## config.mk

```make
export PLATFORM = sky130hd
export DESIGN_NAME = fetch_decode_control
export DESIGN_NICKNAME = d
export VERILOG_FILES = /design/src/rtl/fetch_decode_control.sv
export SDC_FILE = /design/constraint.sdc
export NUM_CORES = 1
export LEC_CHECK = 0
export CORE_UTILIZATION = 43
export DETAILED_ROUTE_END_ITERATION = 8
export PLACE_DENSITY = 0.77
export SYNTH_ARGS = -nofsm -noshare
export SYNTH_HDL_FRONTEND = slang
export SYNTH_SLANG_ARGS = --single-unit
```

## constraint.sdc

```tcl
create_clock -name clk -period 1.75 [get_ports clk]
set_input_delay 0.35 -clock clk [delete_from_list [all_inputs] [get_ports clk]]
set_output_delay 0.35 -clock clk [all_outputs]
set_load 0.01 [all_outputs]
```

## src/rtl/fetch_decode_control.sv

```systemverilog
// fetch_decode_control
//   Program counter, fetch sequencer and instruction decoder for the
//   accumulator CPU. Addr drives the program memory. That memory registers
//   its Data output on the falling clock edge, so Instr_In holds the word
//   for the current Addr during the second half of each cycle. Each word is
//   decoded into datapath strobes. The sequencer runs until it executes HLT
//   and then stops.
//
// Ports
//   clk          in   system clock, state updates on posedge
//   reset        in   asynchronous, active-high
//   enable       in   1 = execute, 0 = stall (PC, state, counter hold)
//   Instr_In     in   [DB-1:0] instruction word for current Addr
//   Addr         out  [AB-1:0] program counter
//   Operand      out  [DB-OPB-1:0] low instruction field, passthrough
//   WrRAM        out  data-memory write strobe
//   RdRAM        out  data-memory read strobe
//   SelA         out  [1:0] acc mux: 00 mem, 01 immediate, 10 ALU
//   SelB         out  ALU B operand: 0 mem, 1 immediate
//   WrAcc        out  accumulator load enable
//   Op           out  ALU op: 0 add, 1 sub
//   Halted       out  registered, 1 once HLT has executed
//   Instr_Count  out  [CB-1:0] executed instructions, saturating
//
// State | Meaning
// PRIME | first cycle after reset; memory fetches Mem[0], no strobes
// RUN   | decode Instr_In, advance PC and counter when enabled
// HALT  | absorbing after HLT; everything frozen until reset

module fetch_decode_control #(
  parameter int AB  = 11,
  parameter int DB  = 16,
  parameter int OPB = 5,
  parameter int CB  = 16
) (
  input  logic              clk,
  input  logic              reset,
  input  logic              enable,
  input  logic [DB-1:0]     Instr_In,
  output logic [AB-1:0]     Addr,
  output logic [DB-OPB-1:0] Operand,
  output logic              WrRAM,
  output logic              RdRAM,
  output logic [1:0]        SelA,
  output logic              SelB,
  output logic              WrAcc,
  output logic              Op,
  output logic              Halted,
  output logic [CB-1:0]     Instr_Count
);

  typedef enum logic [1:0] {PRIME, RUN, HALT} state_t;

  localparam logic [OPB-1:0] OP_HLT  = OPB'(0);
  localparam logic [OPB-1:0] OP_STO  = OPB'(1);
  localparam logic [OPB-1:0] OP_LD   = OPB'(2);
  localparam logic [OPB-1:0] OP_LDI  = OPB'(3);
  localparam logic [OPB-1:0] OP_ADD  = OPB'(4);
  localparam logic [OPB-1:0] OP_ADDI = OPB'(5);
  localparam logic [OPB-1:0] OP_SUB  = OPB'(6);
  localparam logic [OPB-1:0] OP_SUBI = OPB'(7);

  state_t          state_q, state_d;
  logic [AB-1:0]   pc_q, pc_d;
  logic [CB-1:0]   cnt_q, cnt_d;
  logic            halted_q;
  logic [OPB-1:0]  opcode;

  assign opcode      = Instr_In[DB-1:DB-OPB];
  assign Operand     = Instr_In[DB-OPB-1:0];
  assign Addr        = pc_q;
  assign Instr_Count = cnt_q;
  assign Halted      = halted_q;

  always_ff @(posedge clk or posedge reset) begin
    if (reset) begin
      state_q  <= PRIME;
      pc_q     <= '0;
      cnt_q    <= '0;
      halted_q <= 1'b0;
    end else begin
      state_q  <= state_d;
      pc_q     <= pc_d;
      cnt_q    <= cnt_d;
      halted_q <= (state_d == HALT);
    end
  end

  // Instr_In is examined only in the RUN branch. An X on the bus in any
  // other state therefore cannot reach the strobes.
  always_comb begin
    state_d = state_q;
    pc_d    = pc_q;
    cnt_d   = cnt_q;
    WrRAM   = 1'b0;
    RdRAM   = 1'b0;
    SelA    = 2'b00;
    SelB    = 1'b0;
    WrAcc   = 1'b0;
    Op      = 1'b0;
    case (state_q)
      PRIME: state_d = RUN;
      RUN: begin
        if (enable) begin
          if (cnt_q != '1) cnt_d = cnt_q + CB'(1);
          if (opcode == OP_HLT) begin
            state_d = HALT;
          end else begin
            // The PC wraps naturally at 2^AB.
            pc_d = pc_q + AB'(1);
            case (opcode)
              OP_STO:  WrRAM = 1'b1;
              OP_LD:   begin RdRAM = 1'b1; WrAcc = 1'b1; end
              OP_LDI:  begin SelA = 2'b01; WrAcc = 1'b1; end
              OP_ADD:  begin RdRAM = 1'b1; SelA = 2'b10; WrAcc = 1'b1; end
              OP_ADDI: begin SelA = 2'b10; SelB = 1'b1; WrAcc = 1'b1; end
              OP_SUB:  begin RdRAM = 1'b1; SelA = 2'b10; Op = 1'b1; WrAcc = 1'b1; end
              OP_SUBI: begin SelA = 2'b10; SelB = 1'b1; Op = 1'b1; WrAcc = 1'b1; end
              default: ;
            endcase
          end
        end
      end
      HALT: ;
      default: state_d = PRIME;
    endcase
  end

endmodule

```

==> reports/metrics.json <==
{
  "job": {
    "max_cap_viol_count": 0
  },
  "finish": {
    "layout.filler_cells": 273,
    "finalNetCount": 231,
    "finish.instance_area_um2": 2283,
    "drive_gt1_share_pct": 31.28,
    "num_antenna_cells": 0,
    "signed_area_change_from_the_synthesized_netlist_to_the_final_layout_pct": 44.61,
    "stdcell_count": 257
  },
  "clocking": {
    "worst_setup_hold_path_clk_slew_ps": 110,
    "worstSkewPairLatency_ps": 330,
    "cts_hold_buf": 0,
    "tritoncts.num_buffers": 5,
    "clock-sinks": 30,
    "clock_tree.htree_level_count": 2,
    "cts_tree": "done",
    "ctsLongestPathBuffers": 2,
    "cts_root_buffer": "clkbuf_4"
  },
  "sta": {
    "report.final.hold_viol_count": 0,
    "final_max_slew_viol_count": 0,
    "grt_setup_unrepaired": "true",
    "period_minus_slack_ps": 1934,
    "final_cycle_share_pct": 110.5,
    "worstMarginPinSlew_ps": 381.8,
    "setup_viol_count_final": 7,
    "fmaxAchievable_mhz": 517.1,
    "final.setup_skew_ps": 9.838,
    "postLayoutSetupSlackWorst_ps": -183.8,
    "timing.slew.headroom_pct": 74.55
  },
  "logic_synthesis": {
    "synth_common_cells": "dfrtp_1, buf_4, xor2_1",
    "netlist-cell-type-count": 40,
    "async_reset_ff_share_pct": 100.0,
    "yosys-top-cells-area": "dfrtp_1, xor2_1, buf_4",
    "postSynthNetCount": 170,
    "yosys_warnings": 0,
    "synthesis.instances": 149,
    "seq_area_frac_synth_pct": 47.54,
    "dominant_register_cell_in_the_synthesized_netlist": "dfrtp_1",
    "synth.most_common_cell": "dfrtp_1",
    "postSynthAreaPerCell_um2": 10.60,
    "synth_enable_flop_cells": 0,
    "syn_area_um2": 1579,
    "synthDominantCellAreaShare_pct": 47.54,
    "yosys.area.top_type": "dfrtp_1",
    "synth_seq_cells": 30
  },
  "critical_path": {
    "critical_path.endpoint_type": "output pin",
    "worst_setup_path_startpoint": "state_q[1]",
    "cp-start-kind": "flop",
    "worst-r2r-setup-slack_ps": 20,
    "reg2reg_depth": 7,
    "worst_ep_arrival_time_ps": 1580,
    "worst-path-max-fanout": 4,
    "r2r_start": "state_q[1]",
    "worst-setup-path-type": "reg2out",
    "crit_end": "SelA[0]",
    "worst_ep_required_time_ps": 1400,
    "rr_endpoint": "Addr[6]"
  },
  "place": {
    "placedInstanceArea_um2": 2113,
    "placed_cells": 244,
    "io_buffer_count": 42,
    "gp_congestion": 0.8018,
    "dp_hpwl_um": 2627
  },
  "power_and_ir_drop": {
    "powerDensity_nw_per_um2": 1085,
    "p_leak_nw": 1.047,
    "power.ir.vdd_worst_mv": 0.7686
  },
  "drt": {
    "drt-total-wl_um": 3854,
    "detail_route.wl_per_cell_um": 15.00,
    "dr.pass1.iters": 4,
    "detail_route.vias_per_cell": 5.354,
    "initial_drc_count": 23,
    "drc": 0,
    "route.antenna.remaining_nets": 0,
    "vias": 1376
  },
  "global_route": {
    "antenna_found_initial": 0,
    "groute.usage.overall_pct": 19.81,
    "grt_pass1_wl_um": 6099,
    "global_route.overflow_total": 0,
    "grt_max_degree": 31,
    "grt_pass1_vias": 1348
  },
  "outcome": {
    "violations": "negative setup slack",
    "outcome": "finished, violations left"
  },
  "floorplanning": {
    "core-area_um2": 3416,
    "rows": 21,
    "die_width_um": 62.60,
    "io-pin-count": 65,
    "die-area_um2": 3919,
    "die_h_um": 62.60,
    "floorplan.initialDensity_pct": 46.23
  },
  "worst_hold_path": {
    "min-delay-path-class": "in2async"
  }
}
==> registers in the layout, indices dropped and copies added, names as in the netlist <==
register     count
Addr            11
Halted           1
Instr_Count     16
state_q          2
==> power breakdown <==
part | switching (W) | internal (W)
Combinational | 0.000367 | 0.000486
Clock | 0.000259 | 0.000296
Sequential | 0.000220 | 0.000851
Total | 0.000845 | 0.00163
==> worst min path at each step <==
stage          startpoint          to  slack, ps  depth (start not counted)
4_1_cts             reset     Addr[5]        400                          3
5_1_grt             reset     Addr[4]        410                          3
3_5_place_dp     Addr[10]    Addr[10]        460                          1
6_report            reset     Addr[4]        390                          3
3_3_place_gp     Addr[10]    Addr[10]        460                          1
2_1_floorplan  state_q[1]  state_q[0]        430                          1
==> cell type report <==
cell class / count / area [um2] / share of cell area [%]
clock buffer: 5 / 37.54 / 1.644
clock inverter: 3 / 40.04 / 1.753
inverter: 4 / 15.01 / 0.6575
multi-input combinational: 102 / 793.3 / 34.74
sequential: 30 / 755.7 / 33.10
tap: 46 / 57.56 / 2.521
timing repair buffer: 67 / 584.3 / 25.59
==> metal layers <==
metal / track usage [%] / share of wire, % / vias to the layer above
met3: 4.745 / 4.8 / 15
met5: 0 / 0 / -
li1: - / - / 649
met4: 9.593 / 2.3 / 0
met2: 34.78 / 51 / 43
met1: 22.37 / 42 / 669
==> placed cells by master, fill, tap and decap left out, types with 5 or more instances in the layout <==
cell type,netlist,final
nand2_1,9,9
clkbuf_4,0,5
xor2_1,12,12
clkdlybuf4s50_1,0,30
nand3_1,7,5
and3_1,5,5
buf_4,12,24
buf_2,0,6
xnor2_1,9,9
dfrtp_1,30,26
nor3_1,9,6
nor2_1,8,8
==> worst max-delay path, cell delays in order, from the launching register on <==
cell      delay [ps]
dfrtp_1          390
nand3b_1         190
nor3_2           120
buf_4            140
nand2_1           80
nor3b_2          170
buf_2            160
==> what timing repair did <==
item | in CTS | in global routing
setup buffers | 2 | 3
pin swaps | 3 | 5
endpoints found under the setup margin | 17 | 15
resized for setup | 35 | 18
==> cell families (layout without fill, tap and decap cells) <==
logic type | count (synthesis) | after routing | share of synthesized area, %
simple gates | 62 | 62 | 23.46
flops | 30 | 30 | 47.54
xor+xnor | 21 | 21 | 11.65
buf+inv | 17 | 79 | 6.894
compound gates | 14 | 14 | 6.815
mux | 3 | 3 | 2.060
fa+ha+maj | 2 | 2 | 1.585
==> stage by stage <==
step	total power (W)	util [%]	hold WS, ps	setup WS (ps)	setup TNS [ps]
after CTS	0.002430	63.85	404.4	-226.1	-1203
after floorplan	0.001425	-	426.6	82.39	0
after global placement	0.001820	61.87	460.2	-593.3	-10540
after detailed placement	0.001877	61.87	464.0	-680.6	-11900
after global routing	0.002610	66.85	412.3	-262.7	-1798
final	0.002478	66.85	390.5	-183.8	-805.1
Power figures use the tool's default switching activity.
